--- config.mk ---
export PLATFORM = sky130hd
export DESIGN_NAME = leaf_inject_sched
export DESIGN_NICKNAME = d
export VERILOG_FILES = /design/src/rtl/leaf_inject_sched.sv
export SDC_FILE = /design/constraint.sdc
export NUM_CORES = 1
export LEC_CHECK = 0
export CAP_MARGIN = 25
export CORE_MARGIN = 1
export CORE_UTILIZATION = 25
export CTS_CLUSTER_SIZE = 8
export DETAILED_ROUTE_END_ITERATION = 12
export SLEW_MARGIN = 20
export SYNTH_ARGS = -nofsm -noshare
export SYNTH_HDL_FRONTEND = slang
export SYNTH_HIERARCHICAL = 1
export SYNTH_SLANG_ARGS = --single-unit
--- constraint.sdc ---
create_clock -name clk -period 10.5 [get_ports clk]
set_clock_uncertainty 0.05 [all_clocks]
set_input_delay 2.1 -clock clk [delete_from_list [all_inputs] [get_ports clk]]
set_output_delay 2.1 -clock clk [all_outputs]
set_load 0.01 [all_outputs]
--- src/rtl/leaf_inject_sched.sv ---
// leaf_inject_sched: round-robin injection of NUM_REQ local requesters into one BFT leaf port,
// holding packets across resend, with retry accounting and a registered receive path.

// One requester's slice of the arbiter: it wins when it is valid and no valid requester sits
// between the rr pointer and itself in the cyclic scan order.
module leaf_inject_lane #(
  parameter int NUM_REQ    = 4,
  parameter int LANE       = 0,
  parameter int PTR_W      = 2,
  parameter int ADDR_W     = 4,
  parameter int payload_sz = 43
) (
  input  logic [NUM_REQ-1:0]           req_valid,
  input  logic [PTR_W-1:0]             rr_ptr,
  input  logic                         grant_ok,
  input  logic [ADDR_W-1:0]            dest,
  input  logic [payload_sz-1:0]        payload,
  output logic                         ready,
  output logic [ADDR_W+payload_sz-1:0] pkt
);
  logic           ahead;
  logic           reached;
  logic [PTR_W:0] idx;

  always_comb begin
    ahead   = 1'b0;
    reached = 1'b0;
    idx     = '0;
    for (int k = 0; k < NUM_REQ; k++) begin
      idx = {1'b0, rr_ptr} + (PTR_W+1)'(k);
      if (idx >= (PTR_W+1)'(NUM_REQ)) idx = idx - (PTR_W+1)'(NUM_REQ);
      if (idx == (PTR_W+1)'(LANE)) reached = 1'b1;
      else if (!reached)          ahead   = ahead | req_valid[idx[PTR_W-1:0]];
    end
    ready = grant_ok & req_valid[LANE] & ~ahead;
  end

  assign pkt = {dest, payload};
endmodule

module leaf_inject_sched #(
  parameter  int num_leaves = 16,
  parameter  int payload_sz = 43,
  parameter  int p_sz       = 48,
  parameter  int NUM_REQ    = 4,
  parameter  int MAX_RETRY  = 255,
  localparam int ADDR_W     = $clog2(num_leaves),
  localparam int PKT_W      = ADDR_W + payload_sz
) (
  input  logic                         clk,
  input  logic                         reset_n,
  input  logic                         inject_en,
  input  logic [NUM_REQ-1:0]           req_valid,
  input  logic [NUM_REQ*ADDR_W-1:0]    req_dest,
  input  logic [NUM_REQ*payload_sz-1:0] req_payload,
  output logic [NUM_REQ-1:0]           req_ready,
  output logic [p_sz-1:0]              pe_interface,
  input  logic                         resend,
  input  logic [p_sz-1:0]              interface_pe,
  output logic                         rx_valid,
  output logic [p_sz-2:0]              rx_data,
  output logic [15:0]                  sent_cnt,
  output logic [15:0]                  retry_cnt,
  output logic                         stall_err
);
  localparam int PTR_W  = $clog2(NUM_REQ);
  localparam int HOLD_W = $clog2(MAX_RETRY + 1);

  typedef enum logic {IDLE, SEND} state_t;

  state_t                          state, state_nxt;
  logic [PTR_W-1:0]                rr_ptr, rr_nxt, win_idx;
  logic [HOLD_W-1:0]               hold_cnt;
  logic                            grant_ok, grant, accept, retry;
  logic [NUM_REQ-1:0]              lane_rdy;
  logic [NUM_REQ-1:0][PKT_W-1:0]   lane_pkt;
  logic [PKT_W-1:0]                win_pkt;

  // A held packet under resend blocks new grants; an accepted one may be replaced back-to-back.
  assign grant_ok = reset_n & inject_en & ((state == IDLE) | ~resend);
  assign accept   = (state == SEND) & ~resend;
  assign retry    = (state == SEND) & resend;

  for (genvar i = 0; i < NUM_REQ; i++) begin : g_lane
    leaf_inject_lane #(
      .NUM_REQ(NUM_REQ), .LANE(i), .PTR_W(PTR_W), .ADDR_W(ADDR_W), .payload_sz(payload_sz)
    ) u_lane (
      .req_valid (req_valid),
      .rr_ptr    (rr_ptr),
      .grant_ok  (grant_ok),
      .dest      (req_dest[i*ADDR_W +: ADDR_W]),
      .payload   (req_payload[i*payload_sz +: payload_sz]),
      .ready     (lane_rdy[i]),
      .pkt       (lane_pkt[i])
    );
  end

  assign req_ready = lane_rdy;
  assign grant     = |lane_rdy;

  // Grant is one-hot, so an AND-OR mux picks the winner's packet.
  always_comb begin
    win_pkt = '0;
    win_idx = '0;
    for (int i = 0; i < NUM_REQ; i++) begin
      if (lane_rdy[i]) begin
        win_pkt = win_pkt | lane_pkt[i];
        win_idx = PTR_W'(i);
      end
    end
    rr_nxt = (win_idx == PTR_W'(NUM_REQ - 1)) ? '0 : win_idx + 1'b1;
  end

  always_ff @(posedge clk or negedge reset_n) begin
    if (!reset_n) state <= IDLE;
    else          state <= state_nxt;
  end

  always_comb begin
    state_nxt = state;
    case (state)
      IDLE:    if (grant) state_nxt = SEND;
      SEND:    if (!resend && !grant) state_nxt = IDLE;
      default: state_nxt = IDLE;
    endcase
  end

  always_ff @(posedge clk or negedge reset_n) begin
    if (!reset_n) begin
      pe_interface <= '0;
      rr_ptr       <= '0;
      hold_cnt     <= '0;
      sent_cnt     <= '0;
      retry_cnt    <= '0;
      stall_err    <= 1'b0;
    end else begin
      if (grant) begin
        pe_interface <= {1'b1, win_pkt};
        rr_ptr       <= rr_nxt;
      end else if (accept) begin
        pe_interface <= '0;
      end
      if (accept) begin
        sent_cnt <= sent_cnt + 16'd1;
        hold_cnt <= '0;
      end
      if (retry) begin
        if (retry_cnt != 16'hFFFF)             retry_cnt <= retry_cnt + 16'd1;
        if (hold_cnt != HOLD_W'(MAX_RETRY))    hold_cnt  <= hold_cnt + 1'b1;
        // This resend is the MAX_RETRY-th one for the held packet.
        if (hold_cnt >= HOLD_W'(MAX_RETRY - 1)) stall_err <= 1'b1;
      end
    end
  end

  always_ff @(posedge clk or negedge reset_n) begin
    if (!reset_n) begin
      rx_valid <= 1'b0;
      rx_data  <= '0;
    end else begin
      rx_valid <= interface_pe[p_sz-1];
      if (interface_pe[p_sz-1]) rx_data <= interface_pe[p_sz-2:0];
    end
  end
endmodule

======== Yosys cells after proc, flatten, opt, wreduce, memory -nomap -nowiden ========
Cells that the tools add are included.
word-level totals
  register bits ........................... 140
  logic and storage cells ................. 157
  input bits .............................. 244
  output and inout port bits .............. 133
cells by class
  reductions and logical operators ........ 11
  multiplexer cells ....................... 68
  equal/unequal tests ..................... 15
  bitwise gates (word level) .............. 34
  $add $sub $neg .......................... 11
  magnitude comparators ................... 9
operator list
  kind                                                      number
  two-way mux 47 bit                                        4
  bitwise OR 47 bit                                         3
  two-way mux 48 bit                                        2
  two-way mux 1 bit                                         47
  adder 16 x 1 -> 16 bit, second input constant             2
  == test 3 x 2 -> 1 bit, second input constant             8
  two-way mux 8 bit                                         3
  inequality test 16 bit, second input constant             1
  bitwise OR 1 bit                                          13
  AND 1 bit                                                 12
  == test 3 x 1 -> 1 bit, second input constant             4
  zero test 3 bit                                           4
  < comparator 2 x 3 -> 1 bit, second input constant        4
  two-way mux 3 bit                                         4
  greater-or-equal comparator 3 bit, second input constant  3
  subtractor 3 bit, second input constant                   3
  adder 8 x 1 -> 8 bit, second input constant               1
  binary-select mux 1 bit (select 2 bit)                    4
  greater-or-equal comparator 8 bit, second input constant  1
  inequality test 8 bit, second input constant              1
  adder 2 x 2 -> 3 bit, second input constant               2
  two-way mux 2 bit                                         3
  NOT 1 bit                                                 6
  AND reduction 2 bit                                       2
  other kinds (10)                                          11

======== Longest topological paths before layout ========
Gate-level depths: netlist of the first run.
  word-level depth ........................ 24
  gate-level depth with buffers ........... 13
  gate-level depth less buffers ........... 10

======== Modules after synthesis ========
Netlist of the first run, hierarchy kept.
by module, submodules not included
  module                               cells an instance  instances  sequential area each (µm²)  area each (µm²)
  leaf_inject_sched                    577                1          3503.4                      6432.4
  leaf_inject_lane (g_lane[3].u_lane)  69                 1          0.0                         565.5
  leaf_inject_lane (g_lane[0].u_lane)  67                 1          0.0                         563.0
  leaf_inject_lane (g_lane[2].u_lane)  66                 1          0.0                         563.0
  leaf_inject_lane (g_lane[1].u_lane)  69                 1          0.0                         560.5

======== Least setup slack after synthesis of the first run ========
OpenSTA, ideal clock, no wires.
  path type ............................... input to output
  from .................................... input req_valid[2]
  to ...................................... output req_ready[3]
  required time ........................... 8.350 ns
  cell stages on the path ................. 3
  path slack .............................. 5.127 ns
  arrival ................................. 3.223 ns
  buffers on the path ..................... 0
  path through ............................ or3_2 -> a31o_1 -> a2111oi_2
on the way
  word-level cells in the longest chain between the ends .. 14
  elaborated cells on any way between the ends .. 20
  classes of those cells .................. 15 x mux; 5 x bitwise
RTL lines
  what                                     line  source
  from (decl)                              53    input logic [NUM_REQ-1:0] req_valid,
  binary-select mux 1 bit (select 2 bit)   33    else if (!reached) ahead = ahead | req_valid[idx[PTR_W-1:0]];
  two-way mux 1 bit (not written as such)  33
  two-way mux 1 bit                        32    if (idx == (PTR_W+1)'(LANE)) reached = 1'b1;
  bitwise OR 1 bit                         33
  two-way mux 1 bit                        33
  two-way mux 1 bit                        32
  bitwise OR 1 bit                         33
  two-way mux 1 bit                        33
  two-way mux 1 bit                        32
  bitwise OR 1 bit                         33
  two-way mux 1 bit                        33
  two-way mux 1 bit (*)                    32
  NOT 1 bit (*)                            35    ready = grant_ok & req_valid[LANE] & ~ahead;
  AND 1 bit (*)                            35
  to (decl)                                56    output logic [NUM_REQ-1:0] req_ready,
Mark *: on every way between the ends. The rest lies on a longest branch, timed or not. The select of a mux whose other input is x is not followed.

======== Worst setup path after layout of the first run ========
  from .................................... input req_valid[3]
  to ...................................... output req_ready[3]
on the way
  word-level cells in the longest chain between the ends .. 14
  elaborated cells on any way between the ends .. 21
  classes of those cells .................. 15 x mux; 6 x bitwise
RTL lines
  what                                     line
  binary-select mux 1 bit (select 2 bit)   33
  two-way mux 1 bit (not written as such)  33
  two-way mux 1 bit                        32
  bitwise OR 1 bit                         33
  two-way mux 1 bit                        33
  two-way mux 1 bit                        32
  bitwise OR 1 bit                         33
  two-way mux 1 bit                        33
  two-way mux 1 bit                        32
  bitwise OR 1 bit                         33
  two-way mux 1 bit                        33
  two-way mux 1 bit                        32
  NOT 1 bit                                35
  AND 1 bit (*)                            35
Marks and branches as above.

==> results of run 1 <==
[registers in the layout, summed over array words and instances (netlist names)]
name / count
rr_ptr: 2
retry_cnt: 16
sent_cnt: 16
hold_cnt: 8
state: 1
rx_valid: 1
rx_data: 47
stall_err: 1
pe_interface: 48
[synth_stat cells (3+ instances only)]
cell type	instances
buf_4	191
dfrtp_1	140
a22oi_1	94
nand2_1	65
nand3_1	57
mux2_2	49
clkbuf_1	28
ha_1	24
inv_1	21
a21oi_1	16
nor2_1	15
xnor2_1	13
nand4_1	11
xor2_1	10
and3_1	7
buf_2	6
nor3_1	6
and2_1	5
mux4_1	5
mux4_2	5
nand2b_1	5
and4_1	4
nor4_2	4
o21ai_0	4
o31ai_1	4
a31oi_1	3
a41oi_1	3
mux2_1	3
mux2i_1	3
nor2b_1	3
nor3_2	3
[stage by stage]
| step | setup slack, ns | hold slack (ns) | total power [W] |
|---|---|---|---|
| final | 3.85 | 0.431 | 0.00233 |
| after global routing | 3.75 | 0.454 | 0.00248 |
| after CTS | 3.86 | 0.442 | 0.00237 |
| after detailed placement | 3.86 | 0.426 | 0.00171 |
| after global placement | 3.88 | 0.410 | 0.00169 |
| after floorplan | 5.13 | 0.457 | 0.00129 |
[layer usage]
layer / share of wire / global-route usage
met2: 0.49 / 0.241
met5: 0 / 0
met3: 0.074 / 0.0378
met1: 0.43 / 0.172
met4: 0.0096 / 0.0323
[layout make-up]
type / count / share of cell area
clock buffers: 18 / 0.0362
clock inverters: 14 / 0.0145
inverters: 22 / 0.00681
multi-input cells: 458 / 0.291
flip-flops and latches: 140 / 0.289
well taps: 448 / 0.0462
repair buffers: 385 / 0.316
[worst max-delay path, cell delays in order]
cell and delay (ns):
clkdlybuf4s50_1 0.66, or3b_2 0.56, a31o_1 0.24, a2111oi_4 0.33, clkdlybuf4s50_1 0.60
[cell families after synthesis]
logic type                 after synthesis  synth area share
adders and majority gates               24            0.0346
xor gates and xnor gates                23            0.0232
AOI/OAI and AO/OA                      144             0.122
DFF                                    140             0.403
and+or+nand+nor                        202             0.125
buffers and inverters                  250             0.193
muxes                                   65            0.0990
[path summary, 6_finish.rpt]
path	startpoint	endpoint	slack [ns]	cells past startpoint
worst max-delay path	req_valid[3]	req_ready[3]	3.85	5
worst min-delay path	sent_cnt[15]	sent_cnt[15]	0.43	1
worst max register to register	rr_ptr[1]	pe_interface[36]	6.27	11
worst min register to register	sent_cnt[15]	sent_cnt[15]	0.43	1
max in group asynchronous	reset_n	pe_interface[21]	7.42	2
min in group asynchronous	reset_n	rx_data[36]	1.66	1
[power breakdown]
group / switching (W) / internal, W
Combinational: 0.000429 / 0.000485
Clock: 0.000277 / 0.000368
Sequential: 0.000112 / 0.000661
==> impl_metrics.py, run 1 <==
metrics = {
    "run_status": {
        "status": "completed",
    },
    "timing": {
        "fmax_mhz": 150,
        "relSlewSlack": 0.462,
        "finalCritPeriodShare": 0.633,
        "hold_viol_final": 0,
        "worstMarginPinSlew_ns": 0.807,
        "setup_viol": 0,
        "drv_slew": 0,
        "final.setup.tns_ns": 0,
        "rsz0062_at_grt": "no",
        "min_period_ns": 6.65,
    },
    "yosys": {
        "syn-num-nets": 1116,
        "syn-instance-count": 848,
        "ys_seq_area_frac": 0.403,
        "synth_top_cell_area_share": 0.403,
        "netlist_area_um2": 8680,
        "avgSynthCellArea_um2": 10.2,
        "synth_ff_type": "dfrtp_1",
        "synth_largest_area_cell": "dfrtp_1",
        "synth_area_leaders": "dfrtp_1 40%, buf_4 17%, a22oi_1 8.1%",
        "ys_types": 65,
        "synth_enable_flop_cells": 0,
        "ys_warn_count": 6,
        "async_flop_share": 1.00,
        "ys_ff_latch": 140,
    },
    "place": {
        "place_area_um2": 11500,
        "gp_congestion": 0.816,
        "port_buffers": 376,
        "dp.cells": 1453,
        "dp_hpwl_um": 18400,
    },
    "floorplanning": {
        "io_pins": 377,
        "die_w_um": 188,
        "start_util": 0.256,
        "die_h_um": 188,
        "row_count": 67,
        "coreArea_um2": 33900,
        "die-area_um2": 35500,
    },
    "finish": {
        "areaGrowthSynthToFinish_pct": 39.7,
        "layout_common_cells": "374 x clkdlybuf4s50_1, 140 x dfrtp_1, 94 x a22oi_1",
        "postLayoutCellArea_um2": 12100,
        "utilization": 0.358,
        "regArea_um2": 3500,
        "insertedDiodeCount": 0,
        "nNetsFinal": 1292,
        "fill_cells": 3416,
        "final_common_cell": "clkdlybuf4s50_1",
        "drive_gt1_frac": 0.113,
        "multi_input_area_um2": 3530,
        "stdcell_count": 1485,
    },
    "critical_path": {
        "worst_setup_path_end_kind": "output pin",
        "worstPathMaxFanout": 16,
        "cp.required_ns": 8.35,
        "critPathKind": "primary input to output pin",
        "arrival_ns": 4.50,
        "cp-start-kind": "primary input",
    },
    "clocking": {
        "clock_latency_ns": 0.42,
        "cts_hold_buffers": 0,
        "cts_buffers": 17,
        "cts_setup_buffers": 0,
        "path_clk_slew_ns": 0.06,
        "cts_root_buf": "clkbuf_16",
        "cts_tree": "done",
        "cts_sinks": 140,
        "cts_max_level": 4,
        "cts_buffer_depth": 2,
        "cts.repair.resized": 0,
    },
    "route": {
        "drcViolationCount": 0,
        "dr.first_iter.drc_count": 333,
        "ant_nets": 0,
        "viasPerCell": 4.56,
        "via_count": 6776,
        "routed_wl_um": 24900,
        "wl_per_cell_um": 16.8,
        "dr.pass1.iters": 4,
    },
    "global_route": {
        "grt_util_all_layers": 0.140,
        "grt_overflow": 0,
        "antenna_found_initial": 0,
        "grt_max_degree": 81,
        "grt_pass1_vias": 6852,
        "grt_first_pass_wirelength_um": 38700,
    },
    "pwr": {
        "vdd_drop_max_mv": 0.101,
        "power.leakage_nw": 4.94,
        "power_density_nw_per_um2": 192,
    },
    "worst_hold_path": {
        "hold_class": "flop to flop",
    },
    "flow_run": {
        "maxCapViolCount": 0,
    },
}
Power figures use the tool's default switching activity.
==> run 2: changes to the inputs <==
- clock period: 10.5 -> 6.7 ns (I/O delays scaled with it)
==> run 2 against run 1 <==
Net effect:
- design area stayed put
- sequential cell count stayed put
- cell count is 0.34% higher
- sequential power is 59% higher
- critical endpoint unchanged
==> impl_metrics.py, run 2 (synthesis gave the netlist of run 1 again) <==
metrics = {
    "run_status": {
        "status": "completed",
    },
    "clocking": {
        "cts.repair.resized": 0,
        "cts_max_level": 4,
        "cts_sinks": 140,
        "cts_tree": "done",
        "cts_buffer_depth": 2,
        "path_clk_slew_ns": 0.06,
        "clock_latency_ns": 0.41,
        "cts_setup_buffers": 0,
        "cts_root_buf": "clkbuf_16",
        "cts_hold_buffers": 0,
        "cts_buffers": 17,
    },
    "place": {
        "dp_hpwl_um": 19100,
        "pre_cts_ws_ns": 1.56,
        "gp_congestion": 0.838,
        "port_buffers": 376,
    },
    "finish": {
        "final_common_cell": "clkdlybuf4s50_1",
        "areaGrowthSynthToFinish_pct": 39.7,
        "drive_gt1_frac": 0.112,
        "utilization": 0.358,
        "max_flop_register": "pe_interface",
        "layout_common_cells": "374 x clkdlybuf4s50_1, 140 x dfrtp_1, 94 x a22oi_1",
        "nNetsFinal": 1292,
        "largestRegisters": "pe_interface (48), rx_data (47)",
        "largest_register_ffs": 48,
    },
    "timing": {
        "setup_viol": 0,
        "fin_ws_ns": 1.56,
        "rsz0062_at_grt": "no",
        "hold-worst-slack_ns": 0.420,
        "worstMarginPinSlew_ns": 0.902,
        "finalCritPeriodShare": 0.767,
        "hold_viol_final": 0,
        "final.setup.tns_ns": 0,
        "fmax_mhz": 195,
        "min_period_ns": 5.14,
        "relSlewSlack": 0.399,
        "drv_slew": 0,
    },
    "critical_path": {
        "cp-start-kind": "primary input",
        "crit_start": "req_valid[2]",
        "reg2reg_slack_ns": 2.36,
        "reg2reg_depth": 12,
        "r2r_start": "rr_ptr[0]",
        "critPathKind": "primary input to output pin",
        "worst_setup_path_end_kind": "output pin",
        "worstPathMaxFanout": 16,
        "rr_endpoint": "pe_interface[25]",
        "arrival_ns": 3.75,
        "crit_path_end": "req_ready[3]",
        "cp.required_ns": 5.31,
    },
    "floorplanning": {
        "die-area_um2": 35500,
        "coreArea_um2": 33900,
        "start_util": 0.256,
        "die_w_um": 188,
        "row_count": 67,
        "die_h_um": 188,
        "io_pins": 377,
    },
    "pwr": {
        "vdd_drop_max_mv": 0.154,
        "power.leakage_nw": 4.93,
        "power_density_nw_per_um2": 302,
        "power.total_w": 0.00367,
    },
    "flow_run": {
        "maxCapViolCount": 0,
    },
    "route": {
        "drcViolationCount": 0,
        "viasPerCell": 4.51,
        "ant_nets": 0,
        "via_count": 6722,
        "dr.pass1.iters": 4,
        "routed_wl_um": 25500,
        "dr.first_iter.drc_count": 322,
        "wl_per_cell_um": 17.1,
    },
    "global_route": {
        "grt_util_all_layers": 0.144,
        "grt_max_degree": 70,
        "grt_first_pass_wirelength_um": 39400,
        "antenna_found_initial": 7,
        "grt_overflow": 0,
        "grt_pass1_vias": 7001,
    },
    "worst_hold_path": {
        "holdPathStages": 1,
        "hold_class": "flop to flop",
    },
}
-- run 2: layout make-up --
cell class                 count  area [um^2]
fill                        3389        21700
timing repair buffer         385         3830
multi-input combinational    458         3530
sequential                   140         3500
tap                          448          561
clock buffer                  18          429
clock inverter                14          184
inverter                      22         82.6
antenna                        5         12.5
-- run 2: per-layer routing --
metal,GRT usage,share of wire
met1,0.173,0.42
met2,0.240,0.48
met3,0.0508,0.085
met4,0.0406,0.014
met5,0,0.0016
-- run 2: report_power, final --
| group | internal (W) | switching [W] |
|---|---|---|
| clock network | 0.000597 | 0.000423 |
| logic | 0.000760 | 0.000657 |
| registers | 0.00104 | 0.000191 |
| total | 0.00239 | 0.00127 |
-- run 2: worst min-delay path by stage --
stage,from,endpoint,slack [ns]
5_1_grt,sent_cnt[15],sent_cnt[15],0.45
2_1_floorplan,sent_cnt[15],sent_cnt[15],0.46
6_report,sent_cnt[15],sent_cnt[15],0.42
3_5_place_dp,sent_cnt[15],sent_cnt[15],0.42
4_1_cts,sent_cnt[15],sent_cnt[15],0.43
3_3_place_gp,sent_cnt[15],sent_cnt[15],0.41
-- run 2: critical path, cell delays in order --
cell             delay [ns]
clkdlybuf4s50_1        0.66
or3_2                  0.57
a31o_1                 0.26
a2111oi_4              0.32
clkdlybuf4s50_1        0.60
-- run 2: stage by stage --
stage               cells  area [um^2]
finish               1490        12100
detailed placement   1453        11500
floorplan             848         8680
global route         1485        12100
CTS                  1485        12100
global placement     1453        11500
==> run 3: changes to the inputs <==
- clock period: 6.7 -> 4.5 ns (I/O delays scaled with it)
==> run 3 against run 2 <==
Net effect:
- sequential cell count did not move
- combinational power rose by 57%
- die area did not move
- largest cell class unchanged
- sequential power rose by 45%
- hold slack improved by 0.0076 ns
- global-route usage rose by 0.25 points
==> impl_metrics.py, run 3 (synthesis gave the netlist of run 1 again) <==
metrics = {
    "critical_path": {
        "rr_endpoint": "pe_interface[2]",
        "cp-start-kind": "primary input",
        "critPathKind": "primary input to output pin",
        "r2r_start": "rr_ptr[0]",
        "reg2reg_depth": 11,
        "cp.required_ns": 3.55,
        "reg2reg_slack_ns": 0.61,
        "arrival_ns": 3.35,
        "worstPathMaxFanout": 13,
        "worst_setup_path_end_kind": "output pin",
    },
    "worst_hold_path": {
        "holdPathStages": 1,
        "hold_class": "flop to flop",
        "min_from": "sent_cnt[15]",
        "hold_end": "sent_cnt[15]",
    },
    "global_route": {
        "grt_max_degree": 74,
        "grt_overflow": 0,
        "antenna_found_initial": 1,
        "grt_first_pass_wirelength_um": 39500,
        "grt_util_all_layers": 0.146,
        "grt_pass1_vias": 7008,
    },
    "route": {
        "wl_per_cell_um": 17.2,
        "ant_nets": 0,
        "drcViolationCount": 0,
        "via_count": 6872,
        "dr.first_iter.drc_count": 270,
        "viasPerCell": 4.57,
        "routed_wl_um": 25800,
        "dr.pass1.iters": 5,
    },
    "place": {
        "gp_congestion": 0.837,
        "dp.cells": 1467,
        "port_buffers": 376,
        "place_area_um2": 11600,
        "dp_hpwl_um": 19700,
    },
    "timing": {
        "relSlewSlack": 0.375,
        "finalCritPeriodShare": 0.956,
        "fmax_mhz": 232,
        "hold_viol_final": 0,
        "drv_slew": 0,
        "rsz0062_at_grt": "no",
        "hold-worst-slack_ns": 0.428,
        "final.setup.tns_ns": 0,
        "setup_viol": 0,
        "min_period_ns": 4.30,
        "worstMarginPinSlew_ns": 0.936,
    },
    "clocking": {
        "path_clk_slew_ns": 0.06,
        "cts_root_buf": "clkbuf_16",
        "cts_hold_buffers": 0,
        "clock_latency_ns": 0.43,
        "cts.repair.resized": 0,
        "cts_buffer_depth": 2,
        "cts_buffers": 17,
        "cts_sinks": 140,
        "cts_tree": "done",
        "cts_max_level": 4,
        "cts_setup_buffers": 0,
    },
    "finish": {
        "stdcell_count": 1504,
        "drive_gt1_frac": 0.124,
        "largestRegisters": "pe_interface (48), rx_data (47)",
        "postLayoutCellArea_um2": 12300,
        "largest_register_ffs": 48,
        "final_common_cell": "clkdlybuf4s50_1",
        "areaGrowthSynthToFinish_pct": 41.6,
        "nNetsFinal": 1308,
        "max_flop_register": "pe_interface",
        "layout_common_cells": "374 x clkdlybuf4s50_1, 140 x dfrtp_1, 94 x a22oi_1",
    },
    "floorplanning": {
        "coreArea_um2": 33900,
        "die_h_um": 188,
        "io_pins": 377,
        "die-area_um2": 35500,
        "start_util": 0.256,
        "row_count": 67,
        "die_w_um": 188,
    },
    "run_status": {
        "status": "completed",
    },
    "flow_run": {
        "maxCapViolCount": 0,
    },
    "pwr": {
        "power_density_nw_per_um2": 447,
        "vdd_drop_max_mv": 0.262,
        "power.leakage_nw": 5.03,
    },
}
-- run 3: metrics by stage --
stage	utilization	setup WS [ns]	total power, W
floorplan	-	0.973	0.00301
global placement	0.343	0.119	0.00399
detailed placement	0.343	-0.0107	0.00404
CTS	0.361	0.181	0.00558
global route	0.363	0.0549	0.00586
finish	0.363	0.196	0.00550
-- run 3: area by class of cell --
class / instances / area (um^2)
Fill cell: 3384 / 21600
Antenna cell: 3 / 7.51
Clock inverter: 11 / 156
Tap cell: 448 / 561
Multi-Input combinational cell: 458 / 3530
Clock buffer: 21 / 460
Timing Repair Buffer: 401 / 3990
Inverter: 22 / 82.6
Sequential cell: 140 / 3500
-- run 3: routing by layer --
metal / global-route usage / vias up / share of wire
met5: 0 / - / 0
met4: 0.0589 / 0 / 0.027
met3: 0.0428 / 35 / 0.079
met2: 0.239 / 339 / 0.48
met1: 0.180 / 3272 / 0.42
li1: - / 3226 / -
-- run 3: power breakdown --
part	switching (W)	leakage, nW	internal, W
registers	0.000233	1.77	0.00155
clock network	0.000580	0.303	0.000909
logic	0.00105	2.97	0.00117
-- run 3: how the worst max path moves through the flow --
stage	start	cells after the start	end
2_1_floorplan	rr_ptr[0]	11	pe_interface[22]
3_3_place_gp	req_valid[2]	10	pe_interface[2]
3_5_place_dp	req_valid[2]	10	pe_interface[28]
4_1_cts	rr_ptr[0]	7	req_ready[0]
5_1_grt	rr_ptr[0]	7	req_ready[0]
6_report	req_valid[2]	5	req_ready[3]
-- run 3: critical path, stage by stage --
cell and delay [ns]:
clkdlybuf4s50_1 0.62, or3_2 0.55, a31o_1 0.25, a2111oi_4 0.42, clkdlybuf4s50_1 0.62
